===== config.mk =====
export PLATFORM = sky130hd
export DESIGN_NAME = stereo_mpx_decoder
export DESIGN_NICKNAME = d
export VERILOG_FILES = /design/src/rtl/stereo_mpx_decoder.sv
export SDC_FILE = /design/constraint.sdc
export NUM_CORES = 1
export LEC_CHECK = 0
export BUFFER_PORTS_ARGS = -buffer_cell sky130_fd_sc_hd__buf_2
export CAP_MARGIN = 20
export CORE_ASPECT_RATIO = 2
export CORE_MARGIN = 4
export CORE_UTILIZATION = 57
export DETAILED_ROUTE_END_ITERATION = 10
export PLACE_DENSITY = 0.79
export SYNTH_ARGS = -nofsm -noshare
export SYNTH_HDL_FRONTEND = slang
export SYNTH_SLANG_ARGS = --single-unit

===== constraint.sdc =====
create_clock -name clock -period 7.4 [get_ports clock]
set_clock_uncertainty 0.2 [all_clocks]
set_input_delay 0.37 -clock clock [delete_from_list [all_inputs] [get_ports clock]]
set_output_delay 0.37 -clock clock [all_outputs]
set_load 0.02 [all_outputs]

===== src/rtl/stereo_mpx_decoder.sv =====
// Loopback FM stereo MPX decoder: 4:1 boxcar decimation of the composite
// sum plus synchronous 38 kHz product detection, rebuilding L/R at 48 kHz.
module stereo_mpx_decoder #(
    parameter int unsigned SUM_SHIFT  = 2,
    parameter int unsigned DIFF_SHIFT = 8,
    parameter int unsigned SLIP_W     = 8
) (
    input  logic                     clock,
    input  logic                     reset,
    input  logic                     clken48kHz,
    input  logic                     clken192kHz,
    input  logic signed [19:0]       MPXin,
    input  logic signed [7:0]        carrier38,
    output logic signed [17:0]       LpR_est,
    output logic signed [17:0]       LmR_est,
    output logic signed [17:0]       LEFTout,
    output logic signed [17:0]       RIGHTout,
    output logic                     out_valid,
    output logic                     locked,
    output logic [SLIP_W-1:0]        slip_count
);

    localparam int unsigned PROD_W  = 28;
    localparam int unsigned ACC_S_W = 22;
    localparam int unsigned ACC_D_W = 30;
    localparam int unsigned OUT_W   = 18;
    localparam int unsigned MID_W   = 19;
    localparam int unsigned CNT_W   = 3;

    localparam logic signed [ACC_D_W-1:0] C_SAT_MAX = ACC_D_W'(131071);
    localparam logic signed [ACC_D_W-1:0] C_SAT_MIN = ACC_D_W'(-131072);
    localparam logic [CNT_W-1:0]          C_CNT_FULL  = CNT_W'(4);
    localparam logic [CNT_W-1:0]          C_CNT_MAX   = CNT_W'(7);

    typedef enum logic {
        S_SYNC = 1'b0,
        S_RUN  = 1'b1
    } state_t;

    state_t                      r_state;
    logic                        r_locked;
    logic signed [ACC_S_W-1:0]   r_acc_s;
    logic signed [ACC_D_W-1:0]   r_acc_d;
    logic [CNT_W-1:0]            r_cnt;
    logic signed [ACC_S_W-1:0]   r_dump_s;
    logic signed [ACC_D_W-1:0]   r_dump_d;
    logic                        r_pending;
    logic                        r_out_valid;
    logic [SLIP_W-1:0]           r_slip;
    logic signed [OUT_W-1:0]     r_lpr;
    logic signed [OUT_W-1:0]     r_lmr;
    logic signed [OUT_W-1:0]     r_left;
    logic signed [OUT_W-1:0]     r_right;

    logic signed [PROD_W-1:0]    w_prod;
    logic signed [ACC_S_W-1:0]   w_sample_s;
    logic signed [ACC_D_W-1:0]   w_sample_d;
    logic signed [ACC_S_W-1:0]   w_sh_s;
    logic signed [ACC_D_W-1:0]   w_sh_d;
    logic signed [OUT_W-1:0]     w_lpr;
    logic signed [OUT_W-1:0]     w_lmr;
    logic signed [MID_W-1:0]     w_sum;
    logic signed [MID_W-1:0]     w_dif;
    logic signed [OUT_W-1:0]     w_left;
    logic signed [OUT_W-1:0]     w_right;

    // Clamp a wide signed value into the 18-bit output range.
    function automatic logic signed [OUT_W-1:0] sat18(input logic signed [ACC_D_W-1:0] x);
        if (x > C_SAT_MAX) begin
            sat18 = OUT_W'(C_SAT_MAX);
        end else if (x < C_SAT_MIN) begin
            sat18 = OUT_W'(C_SAT_MIN);
        end else begin
            sat18 = OUT_W'(x);
        end
    endfunction

    // Per-sample contributions to the sum and product accumulators.
    assign w_prod     = PROD_W'(MPXin) * PROD_W'(carrier38);
    assign w_sample_s = ACC_S_W'(MPXin);
    assign w_sample_d = ACC_D_W'(w_prod);

    // Stage-2 reconstruction from the captured frame; the 19-bit half-sum
    // always fits in 18 bits, so no clamp is needed after the halving shift.
    assign w_sh_s  = r_dump_s >>> SUM_SHIFT;
    assign w_sh_d  = r_dump_d >>> DIFF_SHIFT;
    assign w_lpr   = sat18(ACC_D_W'(w_sh_s));
    assign w_lmr   = sat18(w_sh_d);
    assign w_sum   = MID_W'(w_lpr) + MID_W'(w_lmr);
    assign w_dif   = MID_W'(w_lpr) - MID_W'(w_lmr);
    assign w_left  = OUT_W'(w_sum >>> 1);
    assign w_right = OUT_W'(w_dif >>> 1);

    // Frame FSM, accumulators, slip counter and registered output stage.
    always_ff @(posedge clock) begin
        if (reset) begin
            r_state     <= S_SYNC;
            r_locked    <= 1'b0;
            r_acc_s     <= '0;
            r_acc_d     <= '0;
            r_cnt       <= '0;
            r_dump_s    <= '0;
            r_dump_d    <= '0;
            r_pending   <= 1'b0;
            r_out_valid <= 1'b0;
            r_slip      <= '0;
            r_lpr       <= '0;
            r_lmr       <= '0;
            r_left      <= '0;
            r_right     <= '0;
        end else begin
            r_pending   <= 1'b0;
            r_out_valid <= 1'b0;

            if (r_pending) begin
                r_lpr       <= w_lpr;
                r_lmr       <= w_lmr;
                r_left      <= w_left;
                r_right     <= w_right;
                r_out_valid <= 1'b1;
            end

            case (r_state)
                S_SYNC: begin
                    if (clken48kHz) begin
                        r_acc_s  <= clken192kHz ? w_sample_s : '0;
                        r_acc_d  <= clken192kHz ? w_sample_d : '0;
                        r_cnt    <= clken192kHz ? CNT_W'(1) : '0;
                        r_state  <= S_RUN;
                        r_locked <= 1'b1;
                    end
                end
                S_RUN: begin
                    if (clken48kHz) begin
                        if (r_cnt == C_CNT_FULL) begin
                            r_dump_s  <= r_acc_s;
                            r_dump_d  <= r_acc_d;
                            r_pending <= 1'b1;
                        end else if (r_slip != '1) begin
                            r_slip <= r_slip + SLIP_W'(1);
                        end
                        // a coincident sample opens the new frame
                        r_acc_s <= clken192kHz ? w_sample_s : '0;
                        r_acc_d <= clken192kHz ? w_sample_d : '0;
                        r_cnt   <= clken192kHz ? CNT_W'(1) : '0;
                    end else if (clken192kHz) begin
                        r_acc_s <= r_acc_s + w_sample_s;
                        r_acc_d <= r_acc_d + w_sample_d;
                        if (r_cnt != C_CNT_MAX) begin
                            r_cnt <= r_cnt + CNT_W'(1);
                        end
                    end
                end
                default: r_state <= S_SYNC;
            endcase
        end
    end

    assign LpR_est    = r_lpr;
    assign LmR_est    = r_lmr;
    assign LEFTout    = r_left;
    assign RIGHTout   = r_right;
    assign out_valid  = r_out_valid;
    assign locked     = r_locked;
    assign slip_count = r_slip;

endmodule


* Yosys cells after proc, flatten, opt, wreduce, memory -nomap -nowiden
Index checks and enable logic that the tools add are counted.
** Storage, ports and cells
- Output and inout port bits :: 82
- Flip-flop bits (word level) :: 191
- Logic and storage cells :: 64
** Cells by class
- Reduce and logical (&&, ||, !) cells :: 6
- Multiplexer cells :: 24
- Bitwise gates (word level) :: 3
- Magnitude comparators :: 4
- $mul :: 1
- $add $sub $neg :: 6
- Equality and inequality tests :: 6
** Operator list (number)
- 2-to-1 mux 30 bit :: 4
- 2-to-1 mux 22 bit :: 4
- 2-to-1 mux 18 bit :: 4
- one-hot mux 30 bit (2 select lines) :: 1
- one-hot mux 22 bit (2 select lines) :: 1
- adder 30 x 28 -> 30 bit :: 1
- multiplier 20 x 8 -> 28 bit :: 1
- adder 22 x 20 -> 22 bit :: 1
- > comparator 22 x 18 -> 1 bit (second input constant) :: 1
- < comparator 22 x 18 -> 1 bit (second input constant) :: 1
- > comparator 20 x 18 -> 1 bit (second input constant) :: 1
- < comparator 20 x 18 -> 1 bit (second input constant) :: 1
- adder 18 x 18 -> 19 bit :: 1
- subtractor 18 x 18 -> 19 bit :: 1
- 2-to-1 mux 3 bit :: 4
- adder 8 x 1 -> 8 bit (second input constant) :: 1
- inequality test 8 bit (second input constant) :: 1
- inequality test 3 bit (second input constant) :: 2
- one-hot mux 3 bit (2 select lines) :: 1
- AND reduction 3 bit :: 2
- 2-to-1 mux 1 bit :: 5
- AND reduction 2 bit :: 2
- AND reduction 4 bit :: 1
- adder 3 x 1 -> 3 bit (second input constant) :: 1
- other kinds (5) :: 7

* Longest topological paths before layout
- Depth after elaboration :: 5
- Gate-level depth with buffers :: 32
- Depth with buffers taken out :: 30

* Worst setup path after synthesis
OpenSTA, ideal clock, no wires.
- Path type :: input to register
- From :: in carrier38[0]
- To :: reg r_acc_d[29]
- Cell stages on the path :: 30
- Buffers on the path :: 2
- Setup time :: 0.060 ns
- Data arrival time :: 6.855 ns
- Slack :: 0.285 ns
- Path through :: clkbuf_1 clkbuf_1 nand2_1 fa_1 fa_1 inv_1 fa_1 inv_1 fa_1 inv_1 ha_1 o21a_1 a2111oi_2 nor2_1 nor2_1 o21ai_0 a21o_1 a21oi_1 xnor2_1 ha_1 nand3_1 nor3_1 nor2_1 o2111ai_1 a41o_1 a221o_1 a221o_1 nor3b_1 o31ai_1 o311a_1
** Between the ends
- Word-level cells in the longest chain between the ends :: 5
- Elaborated cells between the ends (all ways) :: 7
- Those cells by class :: add/sub (1); mul (1); mux (5)
** RTL lines
- start: declaration :: line 13 : input logic signed [7:0] carrier38,
- multiplier 20 x 8 -> 28 bit * :: line 79 : assign w_prod = PROD_W'(MPXin) * PROD_W'(carrier38);
- adder 30 x 28 -> 30 bit :: line 148 : r_acc_d <= r_acc_d + w_sample_d;
- 2-to-1 mux 30 bit :: line 146 : end else if (clken192kHz) begin
- 2-to-1 mux 30 bit :: line 134 : if (clken48kHz) begin
- one-hot mux 30 bit (2 select lines) * :: line 123 : case (r_state)
- end signal: assignment :: line 127 : r_acc_d <= clken192kHz ? w_sample_d : '0;
- end signal: assignment :: line 144 : r_acc_d <= clken192kHz ? w_sample_d : '0;
- end signal: assignment :: line 148
- end: declaration :: line 43 : logic signed [ACC_D_W-1:0] r_acc_d;
Every way passes the cells marked *; elsewhere a longest branch is shown, timed or not. The select of a mux whose other input is x is not followed.
A chain may end at the register's enable or synchronous reset.

* Final worst setup path
- From :: in MPXin[0]
- To :: reg r_acc_d[29]
** Between the ends
- Word-level cells in the longest chain between the ends :: 5
- Elaborated cells between the ends (all ways) :: 7
- Those cells by class :: add/sub (1); mul (1); mux (5)
** RTL lines
- start: declaration :: line 12 : input logic signed [19:0] MPXin,
- multiplier 20 x 8 -> 28 bit * :: line 79
- adder 30 x 28 -> 30 bit :: line 148
- 2-to-1 mux 30 bit :: line 146
- 2-to-1 mux 30 bit :: line 134
- one-hot mux 30 bit (2 select lines) * :: line 123
Marked as above.

==> impl_metrics.json <==
{
  "cp.buffers_inverters": 4,
  "power_switching_mw": 3.432,
  "grt_pass1_vias": 15200,
  "port_buffers": 113,
  "p_comb_frac": 0.728,
  "start_util": 0.5753,
  "layout.nets": 2456,
  "synth_flop_cell": "dfxtp_1",
  "cts-root-buf": "clkbuf_16",
  "wl_mm": 46.13,
  "hold_path.class": "in -> reg",
  "syn_to_final_growth_pct": 11.58,
  "cts_tree": "built",
  "cpLargestDelayFamily": "adder cells",
  "cap_violations": 0,
  "grt_first_pass_wirelength_mm": 73.96,
  "antenna_found_initial": 0,
  "p_int_mw": 4.071,
  "gr-total-overflow": 0,
  "critPathKind": "in -> reg",
  "powerDensity_mw_per_mm2": 405.2,
  "tightest_slew_ns": 1.069,
  "cp_max_fo": 4,
  "synthDistinctLibCells": 75,
  "clock_latency_ns": 0.44,
  "maxSlewHeadroom": 0.2849,
  "post-route-min-period_ns": 7.186,
  "cp-endpoint": "r_acc_d[29]",
  "syn_area_sq_mm": 0.01660,
  "clock_sinks": 181,
  "drive_gt1_frac": 0.1175,
  "synth.ff_latch_count": 181,
  "globalRouteTotalUtil": 0.2877,
  "gp_congestion": 1.002,
  "seq_power_share": 0.148,
  "drtIter0Drc": 721,
  "yosys_warnings": 0,
  "final_cells": 2522,
  "status": "finished, final reports clean",
  "path_depth": 29,
  "r2r-start": "r_dump_d[25]",
  "cp-start-kind": "input pin",
  "cp.required_ns": 7.53,
  "rsz0062_at_grt": "true",
  "crit_path_end_kind": "flip-flop",
  "synth_edf_count": 0,
  "cts_htree_levels": 4,
  "fill_cells": 2454,
  "ir_drop_v": 0.0002666,
  "r2r-end": "RIGHTout[16]",
  "multiInputGateArea_sq_mm": 0.01174,
  "drv_slew": 0,
  "r2r_cells": 16,
  "die_x_um": 128.7,
  "switching_share": 0.4574,
  "clk_pin_slew_ns": 0.07,
  "period_share": 0.9711,
  "critical-path-max-stage-delay_ns": 0.56,
  "antennaDiodeCount": 0,
  "leakagePower_nw": 8.680,
  "syn_avg_cell_area_sq_um": 8.144,
  "slowest_stage": "fa_1",
  "regArea_sq_mm": 0.003627,
  "cts_buffers": 17,
  "grt_start_max_net_pins": 94,
  "fmax_mhz": 139.2,
  "core_sq_mm": 0.02885,
  "async_flop_share": 0,
  "vias_per_cell": 5.840,
  "place_inst": 2489,
  "synth_nets": 2344,
  "drc": 0,
  "ant_nets": 0,
  "clockBufferDepth": 2,
  "finalHoldViolations": 0,
  "dpl_worst_slack_ns": -0.2756,
  "synth_cells": 2038,
  "cp-startpoint": "MPXin[0]",
  "wl_per_cell_um": 18.29,
  "clock_power_share": 0.125,
  "dr.pass1.iters": 8,
  "regToRegSetupSlack_ns": 2.37,
  "rows": 88,
  "fin_ws_ns": 0.2141,
  "vias": 14730,
  "yosysSeqAreaShare": 0.2183,
  "dp_hpwl_mm": 36.95,
  "io_pins": 114,
  "cts_hold_buffers": 0,
  "die_h_um": 249.3,
  "cp_data_arrival_time_ns": 7.31,
  "finalSetupViolations": 0,
  "die_area_sq_mm": 0.03208
}
cell usage after synthesis, types with 3 or more instances:
master / count / area, sq um
a2111oi_0: 8 / 70.07
a211o_1: 4 / 35.03
a211oi_1: 26 / 195.2
a21bo_2: 3 / 30.03
a21o_1: 40 / 300.3
a21oi_1: 144 / 720.7
a221o_1: 4 / 40.04
a221oi_1: 4 / 35.03
a22o_1: 3 / 26.28
a22oi_1: 6 / 45.04
a311oi_1: 9 / 78.83
a31o_2: 4 / 35.03
a31oi_1: 7 / 43.79
and2_1: 118 / 738.2
and3_1: 5 / 31.28
buf_1: 9 / 33.78
clkbuf_1: 90 / 337.8
dfxtp_1: 181 / 3623
fa_1: 131 / 2623
ha_1: 143 / 1789
inv_1: 235 / 882.1
mux2i_1: 54 / 540.5
nand2_1: 222 / 833.3
nand2b_1: 13 / 81.33
nand3_1: 21 / 105.1
nand4_1: 12 / 75.07
nor2_1: 210 / 788.3
nor2b_1: 8 / 50.05
nor3_1: 15 / 75.07
nor3b_1: 4 / 30.03
nor4_1: 5 / 31.28
nor4b_1: 3 / 26.28
o211ai_1: 8 / 60.06
o21a_1: 15 / 112.6
o21ai_0: 78 / 390.4
o21ai_1: 4 / 20.02
o21bai_1: 28 / 210.2
o221ai_1: 7 / 61.31
o31ai_1: 6 / 45.04
or2_2: 3 / 18.77
or3_1: 8 / 50.05
xnor2_1: 66 / 578.1
xor2_1: 34 / 297.8
worst min path at each step:
stage	from	endpoint	slack [ns]	cells after the start
after detailed placement	r_acc_d[5]	r_acc_d[5]	0.24	2
after CTS	MPXin[17]	r_acc_s[17]	0.06	3
final	MPXin[17]	r_acc_s[17]	0.08	3
after global routing	MPXin[17]	r_acc_s[17]	0.08	3
after floorplan	r_acc_d[5]	r_acc_d[5]	0.22	2
after global placement	r_acc_d[5]	r_acc_d[5]	0.23	2
power groups by stage:
stage / logic [mW] / registers (mW) / clock network [mW]
2_1_floorplan: 3.60 / 1.11 / 0
3_3_place_gp: 5.19 / 1.13 / 0
3_5_place_dp: 5.31 / 1.13 / 0
4_1_cts: 5.34 / 1.11 / 0.945
5_1_grt: 6.02 / 1.11 / 0.980
6_report: 5.46 / 1.11 / 0.935
sequential cells by signal (all words and copies together), names as in the netlist, 8 cells and up:
register / flops
RIGHTout: 18
r_acc_d: 30
LmR_est: 18
slip_count: 8
r_dump_s: 20
r_dump_d: 22
r_acc_s: 22
LpR_est: 18
LEFTout: 18
cell usage in the layout (no fill, tap or decap), types with 7 or more instances in the layout:
cell       count
xor2_1        34
a211oi_1      26
o21a_1        15
o211ai_1       8
o21bai_1      28
buf_4         77
nand3_1       21
dfxtp_1      180
clkbuf_16     18
nor2b_1        8
a21oi_1      143
buf_2        110
nand2_1      222
nor2_1       209
nor3_1        15
or3_1          8
ha_1         143
and2_1       118
a311oi_1       9
nand4_1       12
inv_1        235
nand2b_1      13
a31oi_1        7
fa_1         130
o21ai_0       77
mux2i_1       54
xnor2_1       66
a21o_1        40
o221ai_1       7
metrics by stage:
step                TNS [ns]    util  power, mW  hold WS [ns]  cell area (sq um)
finish                     0  0.6420      7.503       0.07966              18520
global route         -0.1169  0.6420      8.113       0.08277              18520
CTS                        0  0.6402      7.392       0.05700              18470
detailed placement   -0.6942  0.6193      6.438        0.2403              17870
global placement     -0.3016  0.6193      6.319        0.2309              17870
floorplan                  0       -      4.710        0.2223              16600
cells by family (layout without fill, tap and decap cells):
logic type | Yosys count | in the layout | synth area share
AOI/OAI and AO/OA | 435 | 435 | 0.1712
xor gates and xnor gates | 101 | 101 | 0.05443
adders and majority gates | 274 | 274 | 0.2658
buffers and inverters | 337 | 461 | 0.07622
DFF | 181 | 181 | 0.2183
muxes | 54 | 54 | 0.03257
and+or+nand+nor | 656 | 656 | 0.1815
tightest hold or removal path: cells and delay by family:
family / cells / cell delay (ns)
simple gates: 1 / 0.08
buf+inv: 1 / 0.17
compound gates: 1 / 0.06
routing by layer:
metal	GRT usage	share of wire
met3	0.03348	0.046
met2	0.5518	0.54
met1	0.2739	0.33
met4	0.1935	0.079
met5	0	0
timing repair:
action,CTS,global route
setup endpoints to repair,0,5
buffers inserted,0,2
hold endpoints to repair,0,0
gates resized for setup,0,11
area by class of cell:
| class | count | share of cell area |
|---|---|---|
| Sequential cell | 181 | 0.1959 |
| Clock buffer | 21 | 0.02601 |
| Tap cell | 360 | 0.02432 |
| Timing Repair Buffer | 192 | 0.06500 |
| Multi-Input combinational cell | 1520 | 0.6341 |
| Clock inverter | 10 | 0.006486 |
| Inverter | 238 | 0.04824 |
Power figures use the tool's default switching activity.
